File: config.mk
export PLATFORM = sky130hd
export DESIGN_NAME = pipeline_stall_controller
export DESIGN_NICKNAME = d
export VERILOG_FILES = /design/src/rtl/pipeline_ctrl_pkg.sv /design/src/rtl/load_use_detect.sv /design/src/rtl/pipeline_stall_controller.sv
export SDC_FILE = /design/constraint.sdc
export NUM_CORES = 1
export LEC_CHECK = 0
export CORE_AREA = 3 3 80 74
export CTS_CLUSTER_DIAMETER = 120
export CTS_CLUSTER_SIZE = 10
export DETAILED_ROUTE_END_ITERATION = 16
export DIE_AREA = 0 0 83 77
export PLACE_DENSITY = 0.56
export SYNTH_ARGS = -nofsm -noshare
export SYNTH_HDL_FRONTEND = slang
export SYNTH_SLANG_ARGS = --single-unit
File: constraint.sdc
create_clock -name clk -period 2.3 [get_ports clk]
set_input_delay 0.575 -clock clk [delete_from_list [all_inputs] [get_ports clk]]
set_output_delay 0.575 -clock clk [all_outputs]
set_load 0.02 [all_outputs]
File: src/rtl/pipeline_ctrl_pkg.sv
// Shared definitions for the pipeline stall controller: opcode encodings,
// controller state enum and counter widths.
package pipeline_ctrl_pkg;

    localparam int OPCODE_W_DEF   = 5;
    localparam int REG_ADDR_W_DEF = 3;
    localparam int MEM_CNT_W      = 8;   // holds MEM_TIMEOUT up to 255
    localparam int SAVE_CNT_W     = 4;   // holds INT_SAVE_CYCLES up to 15
    localparam int STALL_CNT_W    = 16;

    // Execute-stage opcodes that return their result late (load-use sources)
    localparam logic [4:0] OPCODE_LDD = 5'b10010;
    localparam logic [4:0] OPCODE_POP = 5'b10000;

    typedef enum logic [1:0] {
        IDLE,
        MEM_WAIT,
        INT_FLUSH,
        INT_SAVE
    } state_e;

endpackage

File: src/rtl/load_use_detect.sv
// Combinational load-use hazard detector: the instruction in decode reads or
// writes the register that a load/pop in execute has not yet produced.
module load_use_detect
    import pipeline_ctrl_pkg::*;
#(
    parameter int OPCODE_W   = OPCODE_W_DEF,
    parameter int REG_ADDR_W = REG_ADDR_W_DEF
) (
    input  logic                  id_valid,
    input  logic [REG_ADDR_W-1:0] id_rsrc,
    input  logic [REG_ADDR_W-1:0] id_rdst,
    input  logic [OPCODE_W-1:0]   ex_opcode,
    input  logic [REG_ADDR_W-1:0] ex_rdst,
    output logic                  hazard
);

    logic is_late_op;
    logic addr_hit;

    assign is_late_op = (ex_opcode == OPCODE_W'(OPCODE_LDD)) ||
                        (ex_opcode == OPCODE_W'(OPCODE_POP));
    assign addr_hit   = (id_rsrc == ex_rdst) || (id_rdst == ex_rdst);
    assign hazard     = id_valid && is_late_op && addr_hit;

endmodule

File: src/rtl/pipeline_stall_controller.sv
// Pipeline stall/flush controller: resolves branch flushes, memory waits,
// load-use stalls and the interrupt flush/context-save sequence.
// Optional build macro STALL_STATS_EN adds the frozen-cycle counter
// (stall_count / stats_clr); without it stall_count reads 0.
module pipeline_stall_controller
    import pipeline_ctrl_pkg::*;
#(
    parameter int OPCODE_W        = OPCODE_W_DEF,
    parameter int REG_ADDR_W      = REG_ADDR_W_DEF,
    parameter int INT_SAVE_CYCLES = 2,
    parameter int MEM_TIMEOUT     = 255
) (
    input  logic                   clk,
    input  logic                   rst,
    input  logic                   id_valid,
    input  logic [REG_ADDR_W-1:0]  id_rsrc,
    input  logic [REG_ADDR_W-1:0]  id_rdst,
    input  logic [OPCODE_W-1:0]    ex_opcode,
    input  logic [REG_ADDR_W-1:0]  ex_rdst,
    input  logic                   ex_branch_taken,
    input  logic                   mem_busy,
    input  logic                   int_req,
    output logic                   freeze_pc,
    output logic                   freeze_if_id,
    output logic                   freeze_id_ex,
    output logic                   bubble_id_ex,
    output logic                   flush_if_id,
    output logic                   int_ack,
    output logic                   mem_timeout,
    input  logic                   stats_clr,
    output logic [STALL_CNT_W-1:0] stall_count
);

    localparam logic [MEM_CNT_W:0]    TIMEOUT_LIM = (MEM_CNT_W+1)'(MEM_TIMEOUT);
    localparam logic [SAVE_CNT_W-1:0] SAVE_LAST   = SAVE_CNT_W'(INT_SAVE_CYCLES - 1);

    state_e                state, state_next;
    logic [MEM_CNT_W-1:0]  mem_cnt, mem_cnt_next;
    logic [MEM_CNT_W:0]    mem_cnt_inc;
    logic [SAVE_CNT_W-1:0] save_cnt, save_cnt_next;
    logic                  timeout_set;
    logic                  hazard;
    logic                  f_pc, f_if_id, f_id_ex, bub, flush, ack;

    load_use_detect #(
        .OPCODE_W   (OPCODE_W),
        .REG_ADDR_W (REG_ADDR_W)
    ) u_load_use_detect (
        .id_valid  (id_valid),
        .id_rsrc   (id_rsrc),
        .id_rdst   (id_rdst),
        .ex_opcode (ex_opcode),
        .ex_rdst   (ex_rdst),
        .hazard    (hazard)
    );

    assign mem_cnt_inc = {1'b0, mem_cnt} + 1'b1;

    // Next-state and same-cycle control decode from current state and events
    always_comb begin
        // NOTE: every signal gets a default before the case so no path leaves one unassigned (no latches).
        state_next    = state;
        mem_cnt_next  = mem_cnt;
        save_cnt_next = save_cnt;
        timeout_set   = 1'b0;
        f_pc          = 1'b0;
        f_if_id       = 1'b0;
        f_id_ex       = 1'b0;
        bub           = 1'b0;
        flush         = 1'b0;
        ack           = 1'b0;
        unique case (state)
            IDLE: begin
                if (ex_branch_taken) begin
                    flush = 1'b1;
                    bub   = 1'b1;
                end else if (mem_busy) begin
                    f_pc         = 1'b1;
                    f_if_id      = 1'b1;
                    f_id_ex      = 1'b1;
                    state_next   = MEM_WAIT;
                    mem_cnt_next = MEM_CNT_W'(1);
                end else if (hazard) begin
                    f_pc    = 1'b1;
                    f_if_id = 1'b1;
                    bub     = 1'b1;
                end else if (int_req) begin
                    state_next = INT_FLUSH;
                end
            end
            MEM_WAIT: begin
                // branches cannot act while the memory holds the pipe
                if (mem_busy) begin
                    f_pc    = 1'b1;
                    f_if_id = 1'b1;
                    f_id_ex = 1'b1;
                    if (mem_cnt_inc >= TIMEOUT_LIM) begin
                        timeout_set  = 1'b1;
                        state_next   = IDLE;
                        mem_cnt_next = '0;
                    end else begin
                        mem_cnt_next = mem_cnt_inc[MEM_CNT_W-1:0];
                    end
                end else begin
                    state_next   = IDLE;
                    mem_cnt_next = '0;
                end
            end
            INT_FLUSH: begin
                flush         = 1'b1;
                bub           = 1'b1;
                f_pc          = 1'b1;
                state_next    = INT_SAVE;
                save_cnt_next = '0;
            end
            INT_SAVE: begin
                f_pc = 1'b1;
                if (mem_busy) begin
                    // a pending memory access stretches the save window
                    f_if_id = 1'b1;
                    f_id_ex = 1'b1;
                    if (save_cnt < SAVE_LAST) save_cnt_next = save_cnt + 1'b1;
                end else if (save_cnt >= SAVE_LAST) begin
                    ack           = 1'b1;
                    state_next    = IDLE;
                    save_cnt_next = '0;
                end else begin
                    save_cnt_next = save_cnt + 1'b1;
                end
            end
            default: state_next = IDLE;
        endcase
    end

    // State, counters and sticky timeout flag
    always_ff @(posedge clk or negedge rst) begin
        if (!rst) begin
            state       <= IDLE;
            mem_cnt     <= '0;
            save_cnt    <= '0;
            mem_timeout <= 1'b0;
        end else begin
            // NOTE: non-blocking assignments so every flop samples pre-edge values.
            state    <= state_next;
            mem_cnt  <= mem_cnt_next;
            save_cnt <= save_cnt_next;
            if (timeout_set) mem_timeout <= 1'b1;
        end
    end

    // Controls are decoded combinationally; reset forces them low at once
    assign freeze_pc    = rst & f_pc;
    assign freeze_if_id = rst & f_if_id;
    assign freeze_id_ex = rst & f_id_ex;
    assign bubble_id_ex = rst & bub;
    assign flush_if_id  = rst & flush;
    assign int_ack      = rst & ack;

`ifdef STALL_STATS_EN
    // Saturating count of cycles with the PC frozen; clear has priority
    always_ff @(posedge clk or negedge rst) begin
        if (!rst) begin
            stall_count <= '0;
        end else if (stats_clr) begin
            stall_count <= '0;
        end else if (freeze_pc && (stall_count != '1)) begin
            stall_count <= stall_count + 1'b1;
        end
    end
`else
    logic unused_stats_clr;
    assign unused_stats_clr = stats_clr;
    assign stall_count      = '0;
`endif

endmodule
==> results.ini, run 1 <==
[worst_setup_path]
worstRegToRegCells=7
critPathSlowestCell=or4_4
rr_startpoint=mem_cnt[0]$_DFFE_PN0P_
cp-end-kind=output port
start_kind=input port
worst_path_largest_cell_delay_ps=530
criticalPathCategory=input port to output port
r2r_end=mem_cnt[5]$_DFFE_PN0P_
critPathArrivalTime_ps=1790
worstPathCellList=buf_6 -> or4_4 -> a21oi_4 -> a21oi_2 -> a21oi_1 -> o21a_1 -> buf_6
crit_buf_inv=2
required_ps=1730
critical-path-top-delay-family=simple AND/OR/NAND/NOR gates
rrSetupSlack_ps=260
cpMostUsedCell=buf_6
cp.depth=7
crit_fanout=3

[synthesis]
netlist_instances=161
synth_seq_cells=15
synth_ff_type=dfrtp_1
synthMuxAreaShare=0
ys_seq_area_frac=0.296
netlist.area_leader.share=0.296
synth_top_family_by_area=compound AO/OA/AOI/OAI gates
synth-simple-area-share=0.243
synth_edf_count=0
synthTopCellsByArea=dfrtp_1 30%, buf_4 9.5%, nand2_1 6.2%
yosys.area_share.adder=0.0493
async_reset_ff_frac=1.00
synth_area_mm2=0.00127
synth_compound_area_frac=0.246
syn_area_per_cell_um2=7.89
synth_xor_area_frac=0.0345
synth.distinct_cells=42
yosys_warnings=0
synth_area_leader_cell=dfrtp_1

[floorplanning]
die_x_um=83
die_area_mm2=0.00639
coreArea_mm2=0.00519
start_util=0.245
ioPinCount=44
die_h_um=77
rows=25

[sta]
skew_ps=4.26
fmax_mhz=423
rsz0062_at_grt=true
timing_hold_violations_final=0
setup_viol=1
finalWorstSetupSlack_ps=-64.3
drv_slew=0
fin_crit_ps=2360
fin_crit_sh=1.03

[clock_tree]
clkTransAtPathRegs_ps=60
cts_tree=done
cts_made_buffers=3
clock_latency_ps=240
cts_root_buffer=clkbuf_8
cts_setup_buffers=0
cts.path.max_buffers=2
htreeDepth=1
clock_sinks=15

[placement]
dp_hpwl_mm=2.29
place_ws_ps=-931
port_buffers=25
gp_congestion=0.821

[route]
drc=0
finalWirelength_mm=2.90
drt_iter0_markers=90
vias=1168
routedWlPerCell_um=10.8
final_antenna_net_count=0
via_per_inst=4.34
dr.pass1.iters=4

[worst_hold_path]
hp-start=mem_timeout$_DFFE_PN0P_
min_path_cells=1
hp-class=register to register
hold_path_end=mem_timeout$_DFFE_PN0P_

[global_route]
antenna_found_initial=0
grt_max_degree=16
grt_pass1_wl_mm=4.93
track_usage=0.0910
grt_pass1_vias=1122
grt_overflow=0

[cells_and_area]
final_core_util=0.330
diodes=0
drive_gt1_frac=0.233
syn2layout_area_growth_pct=35.0
nets=229
nFillCells=575

[run]
drv_cap=0

[power_and_ir_drop]
total_leakage_power_nw=0.765
powerDensity_mw_per_mm2=741
irDropWorstVdd_mv=0.285
p_total_w=0.00127

[outcome]
violations=negative setup slack
outcome=finished, violations left

-- cells in the final DEF (no fill, tap or decap), types with 4 or more instances in the layout --
master / synthesis / layout
nand2_1: 21 / 20
buf_4: 16 / 18
nor2_1: 16 / 16
conb_1: 1 / 16
dfrtp_1: 15 / 15
a21oi_1: 12 / 9
inv_1: 7 / 7
o21ai_1: 7 / 7
clkdlybuf4s15_1: 0 / 7
ha_1: 5 / 5
buf_6: 0 / 5
nand3_1: 4 / 4
xnor2_1: 4 / 4
o21ai_0: 4 / 4
clkdlybuf4s50_1: 0 / 4
dlygate4sd2_1: 0 / 4
-- worst max-delay path by stage --
stage | from | end | slack, ps
6_report | ex_opcode[2] | freeze_pc | -60
5_1_grt | id_rsrc[2] | freeze_pc | -120
4_1_cts | ex_opcode[4] | freeze_pc | -100
3_5_place_dp | ex_opcode[0] | freeze_pc | -930
3_3_place_gp | ex_opcode[0] | freeze_pc | -940
2_1_floorplan | ex_opcode[0] | bubble_id_ex | 10
-- synthesized netlist by cell type, types with 4 or more instances --
library cell  instances
buf_4                16
nor2_1               16
ha_1                  5
dfrtp_1              15
xnor2_1               4
nand2_1              21
o21ai_0               4
a21oi_1              12
nand3_1               4
inv_1                 7
o21ai_1               7
-- kinds of logic after synthesis --
| group | after synthesis |
|---|---|
| xor+xnor | 5 |
| simple gates | 62 |
| fa+ha+maj | 5 |
| buf+inv | 27 |
| other cells | 1 |
| compound gates | 46 |
| flops | 15 |
-- cell type report --
| type | instances | area [um2] | share of cell area |
|---|---|---|---|
| Multi-Input combinational cell | 134 | 821 | 0.479 |
| Sequential cell | 15 | 375 | 0.219 |
| Timing Repair Buffer | 42 | 363 | 0.212 |
| Tap cell | 67 | 83.8 | 0.0489 |
| Clock buffer | 4 | 45.0 | 0.0263 |
| Inverter | 7 | 26.3 | 0.0153 |
-- registers in the layout (all words and copies together) (netlist names) --
register     cells
mem_timeout      1
save_cnt         4
mem_cnt          8
state            2
-- worst register-to-register path: cells and delay by family (launching register included) --
| family | cells | cell delay, ps |
|---|---|---|
| fa+ha+maj | 1 | 370 |
| simple gates | 4 | 750 |
| compound gates | 2 | 310 |
| flops | 1 | 480 |
-- metal layers --
layer	GRT usage	part of all wire	up-vias
met5	0	0	-
met4	0.0327	0.010	0
met3	0.0215	0.043	2
met2	0.143	0.45	25
met1	0.121	0.50	527
li1	-	-	614
-- repair_timing --
item | 4_1_cts | 5_1_grt
gates resized for setup | 53 | 15
endpoints found under the setup margin | 6 | 6
hold buffers | 0 | 0
gates cloned | 0 | 0
pin swaps | 14 | 9
-- power by group --
part	switching, W	internal [W]
Combinational	0.000390	0.000294
Clock	0.0000856	0.000122
Sequential	0.0000582	0.000319
Total	0.000534	0.000736
-- metrics by stage --
step | hold WS (ps) | setup TNS [ps] | cells | area, um2
6_report | 472 | -64.3 | 269 | 1710
5_1_grt | 514 | -171 | 269 | 1710
4_1_cts | 475 | -122 | 269 | 1690
3_5_place_dp | 449 | -3410 | 265 | 1650
3_3_place_gp | 464 | -3500 | 265 | 1650
2_1_floorplan | 279 | 0 | 176 | 1330
Power figures use the tool's default switching activity.
==> run 2: changes to the inputs <==
- CELL_PAD_IN_SITES_DETAIL_PLACEMENT: unset -> 0
- CELL_PAD_IN_SITES_GLOBAL_PLACEMENT: unset -> 1
- PLACE_DENSITY: 0.56 -> 0.71
==> run 2 against run 1 <==
  * The run still ends with negative setup slack left
  * Maximum frequency increased by 0.67%
  * Power decreased by 1.5%
  * First-iteration DRC count decreased by 60%
  * Sequential cell count unchanged
  * Setup slack improved by 16 ps
  * Critical endpoint is now bubble_id_ex
  * Largest cell class unchanged
  * Highest routed layer unchanged
==> results.ini, run 2 (synthesis results as in run 1) <==
[cells_and_area]
largest_registers=mem_cnt: 8 flops, save_cnt: 4 flops, state: 2 flops
drive_gt1_frac=0.240  ; +0.00733
mostFrequentLayoutCell=nand2_1
diodes=0  ; unchanged
largest-register=mem_cnt
syn2layout_area_growth_pct=31.9
final_cells=267  ; -0.74%
final_cell_mix=20 x nand2_1, 16 x nor2_1, 16 x conb_1, 16 x buf_4, 15 x dfrtp_1
largest_reg_flops=8  ; unchanged
nets=227  ; -0.87%

[route]
drc=0  ; unchanged
vias=1169  ; +0.086%
finalWirelength_mm=2.94  ; +1.2%
drt_iter0_markers=36  ; -60%
dr.pass1.iters=4  ; unchanged
final_antenna_net_count=0  ; unchanged
via_per_inst=4.38  ; +0.84%
routedWlPerCell_um=11.0  ; +2.0%

[floorplanning]
coreArea_mm2=0.00519  ; unchanged
die_area_mm2=0.00639  ; unchanged
die_x_um=83  ; unchanged
start_util=0.245  ; unchanged
ioPinCount=44  ; unchanged
rows=25  ; unchanged
die_h_um=77  ; unchanged

[worst_setup_path]
required_ps=1730  ; about the same
start_kind=input port
worst_path_largest_cell_delay_ps=530  ; about the same
cpMostUsedCell=buf_4
crit_fanout=2  ; -1
worstPathCellList=buf_6 -> or4_4 -> a21oi_4 -> buf_4 -> nand2_1 -> a21oi_2 -> buf_4
critPathArrivalTime_ps=1770  ; -20 ps
cp-end-kind=output port
crit_buf_inv=3  ; +1
criticalPathCategory=input port to output port
critPathSlowestCell=or4_4
critical-path-top-delay-family=simple AND/OR/NAND/NOR gates

[outcome]
violations=negative setup slack
outcome=finished, violations left

[sta]
fin_crit_sh=1.02  ; -0.00685
skew_ps=4.97  ; +0.713 ps
drv_slew=0  ; unchanged
fmax_mhz=426  ; +0.67%
rsz0062_at_grt=true
finalWorstSetupSlack_ps=-48.6  ; +15.8 ps
setup_viol=2  ; +1
fin_crit_ps=2350  ; -15.8 ps
timing_hold_violations_final=0  ; unchanged

[clock_tree]
holdBufCountCts=0  ; unchanged
clkTransAtPathRegs_ps=60  ; about the same
htreeDepth=1  ; unchanged
clock_latency_ps=250  ; about the same
cts_root_buffer=clkbuf_8
cts_tree=done
clock_sinks=15  ; unchanged
cts_made_buffers=3  ; unchanged
cts.path.max_buffers=2  ; unchanged

[power_and_ir_drop]
total_leakage_power_nw=0.757  ; -1.0%
p_total_w=0.00125  ; -1.5%
irDropWorstVdd_mv=0.251  ; -12%
powerDensity_mw_per_mm2=746  ; +0.75%

[placement]
dp_hpwl_mm=2.36  ; +2.7%
place_ws_ps=-941  ; -9.23 ps
dp_cells=262  ; -1.1%
port_buffers=25  ; unchanged
gp_congestion=0.793  ; -3.5%

[global_route]
track_usage=0.0933  ; +0.00227
grt_pass1_wl_mm=4.99  ; +1.1%
grt_overflow=0  ; unchanged
grt_max_degree=16  ; unchanged
antenna_found_initial=0  ; unchanged
grt_pass1_vias=1124  ; +0.18%

[worst_hold_path]
hp-class=register to register

[run]
drv_cap=0  ; unchanged

[run 2: changes by cell type in the layout (fill, tap and decap cells not counted), sizes merged]
cell	change
buf	-1
clkbuf	+1
clkdlybuf4s15	-4
clkinv	+1
dlygate4sd2	+1
[run 2: final cells by class]
cell class / instances / area, um2
fill: 583 / 3520
multi-input combinational: 134 / 818
sequential: 15 / 375
timing repair buffer: 40 / 325
tap: 67 / 83.8
clock buffer: 3 / 41.3
inverter: 7 / 26.3
clock inverter: 1 / 5.00
[run 2: metrics by stage]
step,hold WS (ps),area [um2],TNS [ps],util
3_3_place_gp,450,1630,-3630,0.314
3_5_place_dp,451,1630,-3550,0.314
6_report,476,1680,-96.2,0.323
2_1_floorplan,279,1330,0,-
5_1_grt,523,1680,-258,0.323
4_1_cts,478,1690,-163,0.325
[run 2: final timing paths]
| path | cells past startpoint | slack [ps] | from | end |
|---|---|---|---|---|
| setup / recovery | 7 | -50 | ex_opcode[0] | bubble_id_ex |
| hold / removal | 1 | 480 | mem_timeout$_DFFE_PN0P_ | mem_timeout$_DFFE_PN0P_ |
| setup reg to reg | 7 | 230 | mem_cnt[0]$_DFFE_PN0P_ | mem_cnt[5]$_DFFE_PN0P_ |
| hold reg to reg | 1 | 480 | mem_timeout$_DFFE_PN0P_ | mem_timeout$_DFFE_PN0P_ |
| max in group asynchronous | 2 | 1530 | rst | mem_cnt[4]$_DFFE_PN0P_ |
| min in group asynchronous | 2 | 580 | rst | mem_cnt[3]$_DFFE_PN0P_ |
[run 2: per-layer routing]
layer / track usage / wire length [um] / up-vias
met1: 0.121 / 1420 / 525
met4: 0.0327 / 36 / 0
met3: 0.0129 / 111 / 4
met2: 0.158 / 1370 / 28
met5: 0 / 0 / -
li1: - / - / 612
[run 2: repair_timing]
action | in CTS | in global routing
pin swaps | 14 | 10
gates cloned | 0 | 0
resized for setup | 59 | 8
setup buffers | 1 | 0
setup endpoints to repair | 6 | 5
[run 2: power by group]
group	switching (W)	internal [W]	leakage, nW	total (W)
clock	0.0000937	0.000120	0.0255	0.000213
sequential	0.0000580	0.000319	0.202	0.000377
combinational	0.000380	0.000280	0.530	0.000660
